$ cat config.mk
export PLATFORM = sky130hd
export DESIGN_NAME = xbar2x2_sched
export DESIGN_NICKNAME = d
export VERILOG_FILES = /design/src/rtl/xbar2x2_sched_pkg.sv /design/src/rtl/xbar_port_owner.sv /design/src/rtl/xbar2x2_sched.sv
export SDC_FILE = /design/constraint.sdc
export NUM_CORES = 1
export LEC_CHECK = 0
export CAP_MARGIN = 20
export CORE_ASPECT_RATIO = 1.25
export CORE_UTILIZATION = 53
export CTS_BUF_LIST = sky130_fd_sc_hd__clkbuf_8 sky130_fd_sc_hd__clkbuf_16
export CTS_CLUSTER_SIZE = 25
export DETAILED_ROUTE_END_ITERATION = 8
export PLACE_DENSITY = 0.8
export SLEW_MARGIN = 5
export SYNTH_ARGS = -nofsm -noshare
export SYNTH_HDL_FRONTEND = slang
export SYNTH_SLANG_ARGS = --single-unit
$ cat constraint.sdc
create_clock -name clk -period 3.8 [get_ports clk]
set_input_delay 0.76 -clock clk [delete_from_list [all_inputs] [get_ports clk]]
set_output_delay 0.76 -clock clk [all_outputs]
set_load 0.005 [all_outputs]
$ cat src/rtl/xbar2x2_sched_pkg.sv
// Shared constants for the 2x2 crossbar scheduler and its per-input owner.
package xbar2x2_sched_pkg;

    localparam logic CTRL_BAR   = 1'b0;
    localparam logic CTRL_CROSS = 1'b1;

    localparam int OUT0 = 0;
    localparam int OUT1 = 1;

    localparam int DEFAULT_LEN_W = 4;

    // Crossbar select for a route from input src to output dest.
    // A straight route (in0->out0, in1->out1) is BAR, and a swapped one is CROSS.
    function automatic logic route_ctrl(input logic dest, input logic src);
        return (dest ^ src) ? CTRL_CROSS : CTRL_BAR;
    endfunction

endpackage

$ cat src/rtl/xbar_port_owner.sv
// Per-input packet tracker. It holds the busy flag, the owned output port and
// a beat counter that starts at len and stops at zero on the last beat.
module xbar_port_owner
    import xbar2x2_sched_pkg::*;
#(
    parameter int LEN_W = DEFAULT_LEN_W
) (
    input  logic             clk,
    input  logic             rst,
    input  logic             load,
    input  logic             load_dest,
    input  logic [LEN_W-1:0] load_len,
    output logic             busy,
    output logic             dest,
    output logic             last
);

    logic [LEN_W-1:0] cnt_reg;
    logic             busy_reg;
    logic             dest_reg;

    // Load on grant, then count beats down. Busy clears at the edge that ends
    // the zero-count beat, and the counter is never decremented below zero.
    always_ff @(posedge clk) begin
        if (rst) begin
            busy_reg <= 1'b0;
            dest_reg <= 1'b0;
            cnt_reg  <= '0;
        end else if (load) begin
            busy_reg <= 1'b1;
            dest_reg <= load_dest;
            cnt_reg  <= load_len;
        end else if (busy_reg) begin
            if (cnt_reg == '0) begin
                busy_reg <= 1'b0;
            end else begin
                cnt_reg <= cnt_reg - 1'b1;
            end
        end
    end

    assign busy = busy_reg;
    assign dest = dest_reg;
    assign last = busy_reg && (cnt_reg == '0);

endmodule

$ cat src/rtl/xbar2x2_sched.sv
// Scheduler for a 2x2 crossbar. It arbitrates the two requesters onto the two
// output ports, locks each route for the length of its packet, and drives the
// crossbar select.
module xbar2x2_sched
    import xbar2x2_sched_pkg::*;
#(
    parameter int LEN_W = DEFAULT_LEN_W
) (
    input  logic             clk,
    input  logic             rst,
    input  logic             req0_valid,
    input  logic             req0_dest,
    input  logic [LEN_W-1:0] req0_len,
    input  logic             req1_valid,
    input  logic             req1_dest,
    input  logic [LEN_W-1:0] req1_len,
    output logic             gnt0,
    output logic             gnt1,
    output logic             busy0,
    output logic             busy1,
    output logic             control,
    output logic [1:0]       out_valid
);

    logic [1:0]       req_valid;
    logic [1:0]       req_dest;
    logic [LEN_W-1:0] req_len [2];

    logic [1:0] busy;
    logic [1:0] owner_dest;
    logic [1:0] last;
    logic [1:0] eligible;
    logic [1:0] grant;
    logic [1:0] port_owned;
    logic [1:0] busy_next;
    logic [1:0] dest_next;
    logic [1:0] out_valid_next;

    logic       conflict;
    logic       rr_next;
    logic       control_next;

    logic [1:0] gnt_reg;
    logic [1:0] out_valid_reg;
    logic       rr_reg;
    logic       control_reg;

    assign req_valid  = {req1_valid, req0_valid};
    assign req_dest   = {req1_dest, req0_dest};
    assign req_len[0] = req0_len;
    assign req_len[1] = req1_len;

    generate
        for (genvar gi = 0; gi < 2; gi++) begin : g_input
            xbar_port_owner #(
                .LEN_W(LEN_W)
            ) u_owner (
                .clk      (clk),
                .rst      (rst),
                .load     (grant[gi]),
                .load_dest(req_dest[gi]),
                .load_len (req_len[gi]),
                .busy     (busy[gi]),
                .dest     (owner_dest[gi]),
                .last     (last[gi])
            );

            // A port freed at this edge still reads as owned here, which is
            // what inserts the single idle cycle between back-to-back packets.
            assign eligible[gi]  = req_valid[gi] & ~busy[gi] & ~port_owned[req_dest[gi]];
            assign busy_next[gi] = grant[gi] | (busy[gi] & ~last[gi]);
            assign dest_next[gi] = grant[gi] ? req_dest[gi] : owner_dest[gi];
        end

        for (genvar gi = 0; gi < 2; gi++) begin : g_port
            assign port_owned[gi] = (busy[0] & (owner_dest[0] == 1'(gi)))
                                  | (busy[1] & (owner_dest[1] == 1'(gi)));
            assign out_valid_next[gi] = (busy_next[0] & (dest_next[0] == 1'(gi)))
                                      | (busy_next[1] & (dest_next[1] == 1'(gi)));
        end
    endgenerate

    // Arbitration. A same-dest conflict goes to rr, and rr then passes to the
    // loser. Concurrent grants always have distinct dests, so they produce the
    // same select value.
    always_comb begin
        conflict     = eligible[0] & eligible[1] & (req_dest[0] == req_dest[1]);
        grant        = eligible;
        rr_next      = rr_reg;
        control_next = control_reg;
        if (conflict) begin
            grant   = rr_reg ? 2'b10 : 2'b01;
            rr_next = ~rr_reg;
        end
        if (grant[0]) begin
            control_next = route_ctrl(req_dest[0], 1'b0);
        end else if (grant[1]) begin
            control_next = route_ctrl(req_dest[1], 1'b1);
        end
    end

    // Register the grant pulses, the select, the fairness pointer and the port flags.
    always_ff @(posedge clk) begin
        if (rst) begin
            gnt_reg       <= 2'b00;
            out_valid_reg <= 2'b00;
            rr_reg        <= 1'b0;
            control_reg   <= CTRL_BAR;
        end else begin
            gnt_reg       <= grant;
            out_valid_reg <= out_valid_next;
            rr_reg        <= rr_next;
            control_reg   <= control_next;
        end
    end

    assign gnt0      = gnt_reg[0];
    assign gnt1      = gnt_reg[1];
    assign busy0     = busy[0];
    assign busy1     = busy[1];
    assign control   = control_reg;
    assign out_valid = out_valid_reg;

endmodule
==> out/metrics.cfg, run 1 <==
[run_status]
status = finished, final reports clean

[die]
start_util = 0.562
die_area_sq_mm = 0.00205
fp.dieH_um = 50.4
num_rows = 17
dieWidth_um = 40.7
pin_count = 21
fp.coreArea_sq_mm = 0.00177

[place]
gp_congestion = 0.680
io_buffers = 20
hpwl_um = 1430

[sta]
tightest_slew_ns = 0.585
setup-tns-final_ns = 0
skew_ns = 0.00341
fmax_ghz = 0.404
whs_ns = 0.488
rsz0062_at_grt = no
setup-violations-final = 0
period_share = 0.651
timing.final.max_slew_violations = 0
relSlewSlack = 0.608
hold_viol = 0
post-route-min-period_ns = 2.47

[synth]
synth_top_area_share = 0.363
synth_top_family_by_area = compound AO/OA/AOI/OAI gates
synth-edff-count = 0
synth-seq-cells = 18
synth_compound_area_frac = 0.224
synth_fp_nets = 127
async_flop_share = 0
synth_area_leaders = dfxtp_1 36%, nor2_1 4.5%, xnor2_1 3.5%
yosysMostFrequentCell = dfxtp_1
synth.largest_area_cell = dfxtp_1
synth_common_cells = 18 x dfxtp_1, 12 x nor2_1, 8 x inv_1
avgSynthCellArea_sq_um = 8.94
synth-xor-area-share = 0.0618
syn_inst = 111
yosys.area_share.adder = 0.0252
syn_area_sq_um = 992
synth_mux_area_frac = 0.0303
ys.warnings.count = 0
synth_flop_cell = dfxtp_1
synth-simple-area-share = 0.223
ys_seq_area_frac = 0.363
synth.distinct_cells = 47

[critical_path]
arrival_ns = 2.62
path_cells = clkdlybuf4s50_1 -> nor2b_1 -> a41o_1 -> a21o_1 -> clkinv_1 -> a22o_1
slowest_stage = nor2b_1
critPathLaunchType = primary input
cp.required_ns = 3.94
crit_fanout = 10
path_class = primary input to flip-flop
end_kind = flip-flop
cp_slowest_stage_delay_ns = 0.47

[route]
highest_layer = met4
vias = 854
wl_per_cell_um = 12.9
ant_nets = 0
drt-met1-wl_um = 872
wl_met2_um = 947
first_pass_iters = 4
drc = 0
drt_iter0_markers = 19
vias_per_cell = 5.73
wl_um = 1930
dr_wl_met3_um = 76

[cells_and_area]
syn_to_final_growth_pct = 23.3
n_antenna_cell = 0
largest_reg_flops = 8
fin_nets = 148
filler_cell_count = 140
drive_gt1_frac = 0.108

[power_and_ir_drop]
power_density_mw_per_mm2 = 431
p_leak_nw = 0.484
vdd_drop_max_uv = 258

[cts]
path_clk_slew_ns = 0.06
numCtsBuffers = 3
htree_levels = 1
cts_setup_buffers = 0
cts.path.max_buffers = 2
hold_buffers = 0
cts.sinks = 18
cts_tree = yes
cts_resized = 0
cts-root-buf = clkbuf_8
insertion_delay_ns = 0.25

[global_routing]
grt_pass1_wl_um = 3070
grt_overflow_total = 0
grt_max_degree = 17
gr-usage-all-layers = 0.216
grt_pass1_vias = 775
antenna_found_initial = 0

[run]
max-cap-violations = 0

[min_path]
min_path_type = flip-flop to flip-flop

[per-stage QoR]
step	util	area, sq um	power (W)	worst slack, ns	cells
5_1_grt	0.693	1220	0.000561	1.19	149
4_1_cts	0.693	1220	0.000530	1.31	149
6_report	0.693	1220	0.000527	1.33	149
3_3_place_gp	0.670	1180	0.000397	1.13	146
3_5_place_dp	0.670	1180	0.000403	1.10	146
2_1_floorplan	-	992	0.000352	1.86	111
[metal layers]
layer / track usage / vias to the layer above
li1: - / 431
met1: 0.269 / 398
met2: 0.352 / 21
met3: 0.0265 / 4
met4: 0.100 / 0
met5: 0 / -
[worst max-delay path, delay by kind of cell]
kind	cells	cell delay, ns
AOI/OAI and AO/OA	3	0.85
and+or+nand+nor	1	0.47
buffers and inverters	2	0.53
[cell usage in the layout, fill, tap and decap left out, drive strengths merged, types with 2 or more instances in the layout]
cell type,n
xnor2,4
nor2,12
a21o,2
nand2b,3
a211oi,3
nand2,5
nor3,2
mux2i,3
clkbuf,3
a21oi,5
nor3b,2
clkdlybuf4s50,20
o31ai,2
a31oi,3
xor2,3
dfxtp,18
nand3,3
inv,9
a41o,2
o21ai,3
nor2b,4
ha,2
[area by class of cell]
| class | instances | area [sq um] | area share |
|---|---|---|---|
| well taps | 19 | 23.8 | 0.0194 |
| clock buffers | 3 | 41.3 | 0.0337 |
| multi-input cells | 79 | 561 | 0.458 |
| inverters | 10 | 37.5 | 0.0307 |
| repair buffers | 20 | 200 | 0.164 |
| flip-flops and latches | 18 | 360 | 0.294 |
[power breakdown]
part           leakage [nW]  internal, W  switching (W)
registers             0.149     0.000214      0.0000228
clock network        0.0216    0.0000703      0.0000573
logic                 0.314    0.0000838      0.0000783
total                 0.484     0.000369       0.000158
[cells by family after synthesis]
group | after synthesis
AND/OR/NAND/NOR | 39
AO/OA/AOI/OAI | 28
flip-flops | 18
buffers and inverters | 14
XOR/XNOR | 7
multiplexers | 3
adder cells (fa/ha/maj) | 2
[final timing paths]
kind | from | endpoint | slack, ns | cells past startpoint
min reg2reg | g_input[1].u_owner.cnt_reg[1] | g_input[1].u_owner.cnt_reg[1] | 0.49 | 2
max reg2reg | g_input[1].u_owner.busy | out_valid[1] | 1.86 | 5
max | req1_valid | out_valid[1] | 1.33 | 6
min | g_input[1].u_owner.cnt_reg[1] | g_input[1].u_owner.cnt_reg[1] | 0.49 | 2
(Power assumes the default switching activity.)
==> run 2: changes to the inputs <==
- CORE_UTILIZATION: 53 -> 44
- PLACE_DENSITY: 0.8 -> 0.7
- clock period: 3.8 -> 2.25 ns (I/O delays scaled with it)
==> out/metrics.cfg, run 2 (synthesis results as in run 1) <==
[critical_path]
crit_fanout = 6
path_class = primary input to flip-flop
critPathLaunchType = primary input
end_kind = flip-flop
cp.required_ns = 2.39
arrival_ns = 2.06

[power_and_ir_drop]
internal-power_w = 0.000638
clockPowerShare = 0.235
p_sw_frac = 0.296
p_leak_nw = 0.512
vdd_drop_max_uv = 538
p_sw_w = 0.000268
seqPwrFrac = 0.444
power_density_mw_per_mm2 = 706
combPwrFrac = 0.320

[sta]
tightest_slew_ns = 0.525
rsz0062_at_grt = no
timing.final.max_slew_violations = 0
post-route-min-period_ns = 1.91
setup-tns-final_ns = 0
period_share = 0.850
relSlewSlack = 0.648
fmax_ghz = 0.523
hold_viol = 0
setup-violations-final = 0
fin_ws_ns = 0.337
skew_ns = 0.00281

[route]
drc = 0
vias_per_cell = 5.20
drt_iter0_markers = 5
vias = 863
wl_per_cell_um = 12.0
first_pass_iters = 4
ant_nets = 0
wl_um = 2000

[run]
max-cap-violations = 0

[cells_and_area]
drive_gt1_frac = 0.147
multi_input_area_sq_um = 561
filler_cell_count = 178
mostFrequentLayoutCells = 20 x clkdlybuf4s50_1, 18 x dfxtp_1, 12 x nor2_1, 8 x inv_1, 6 x buf_4
largest_reg_flops = 8
fin_cells = 166
n_antenna_cell = 0
layout_commonest_cell = clkdlybuf4s50_1
fin_nets = 154
syn_to_final_growth_pct = 29.3
seqCellArea_sq_um = 360

[die]
num_rows = 18
die_area_sq_mm = 0.00245
fp.dieH_um = 55.1
pin_count = 21
fp.coreArea_sq_mm = 0.00205
start_util = 0.484
dieWidth_um = 44.5

[global_routing]
grt_pass1_wl_um = 3430
gr-usage-all-layers = 0.194
grt_pass1_vias = 846
grt_overflow_total = 0
antenna_found_initial = 0
grt_max_degree = 11

[place]
hpwl_um = 1610
dp_slack_ns = 0.0782
gp_congestion = 0.848
dp.cells = 163
io_buffers = 20

[cts]
cts.sinks = 18
cts.path.max_buffers = 2
cts_resized = 0
path_clk_slew_ns = 0.06
hold_buffers = 0
htree_levels = 1
cts-root-buf = clkbuf_8
numCtsBuffers = 3
insertion_delay_ns = 0.25
cts_setup_buffers = 0
cts_tree = yes

[min_path]
min_path_type = flip-flop to flip-flop

[run_status]
status = finished, final reports clean

run 2: cell type report:
type	count	area share
clock buffers	3	0.0322
inverters	10	0.0293
repair buffers	26	0.191
well taps	30	0.0293
flip-flops and latches	18	0.281
multi-input cells	79	0.437
run 2: worst max-delay path, stage by stage:
cell and delay, ns:
clkdlybuf4s50_1 0.59, a21boi_2 0.24, a22oi_2 0.11, o211ai_4 0.24
a21o_1 0.18, inv_2 0.04, a22o_1 0.21
run 2: through the flow:
step / instance area, sq um / hold slack [ns] / utilization / total power, W
2_1_floorplan: 992 / 0.451 / - / 0.000594
3_3_place_gp: 1240 / 0.468 / 0.606 / 0.000692
3_5_place_dp: 1240 / 0.476 / 0.606 / 0.000702
4_1_cts: 1280 / 0.485 / 0.626 / 0.000918
5_1_grt: 1280 / 0.525 / 0.626 / 0.000959
6_report: 1280 / 0.484 / 0.626 / 0.000906
run 2: worst paths after layout:
check	start	end	slack, ns	cells after the start
worst max-delay path	req0_dest	out_valid[1]	0.34	7
worst min-delay path	g_input[1].u_owner.cnt_reg[1]	g_input[1].u_owner.cnt_reg[1]	0.48	2
worst max register to register	g_input[0].u_owner.cnt_reg[0]	g_input[0].u_owner.cnt_reg[3]	0.44	7
worst min register to register	g_input[1].u_owner.cnt_reg[1]	g_input[1].u_owner.cnt_reg[1]	0.48	2
run 2: routing by layer:
layer,global-route usage,part of all wire,up-vias
met2,0.377,0.54,15
met3,0.0227,0.025,5
met5,0,0,-
li1,-,-,444
met1,0.199,0.41,399
met4,0.106,0.021,0
run 2: power by group through the flow:
| stage | clock, W | combinational, W | sequential, W |
|---|---|---|---|
| floorplan | 0 | 0.000193 | 0.000401 |
| global placement | 0 | 0.000285 | 0.000407 |
| detailed placement | 0 | 0.000292 | 0.000410 |
| CTS | 0.000222 | 0.000294 | 0.000403 |
| global route | 0.000231 | 0.000320 | 0.000409 |
| finish | 0.000213 | 0.000290 | 0.000402 |
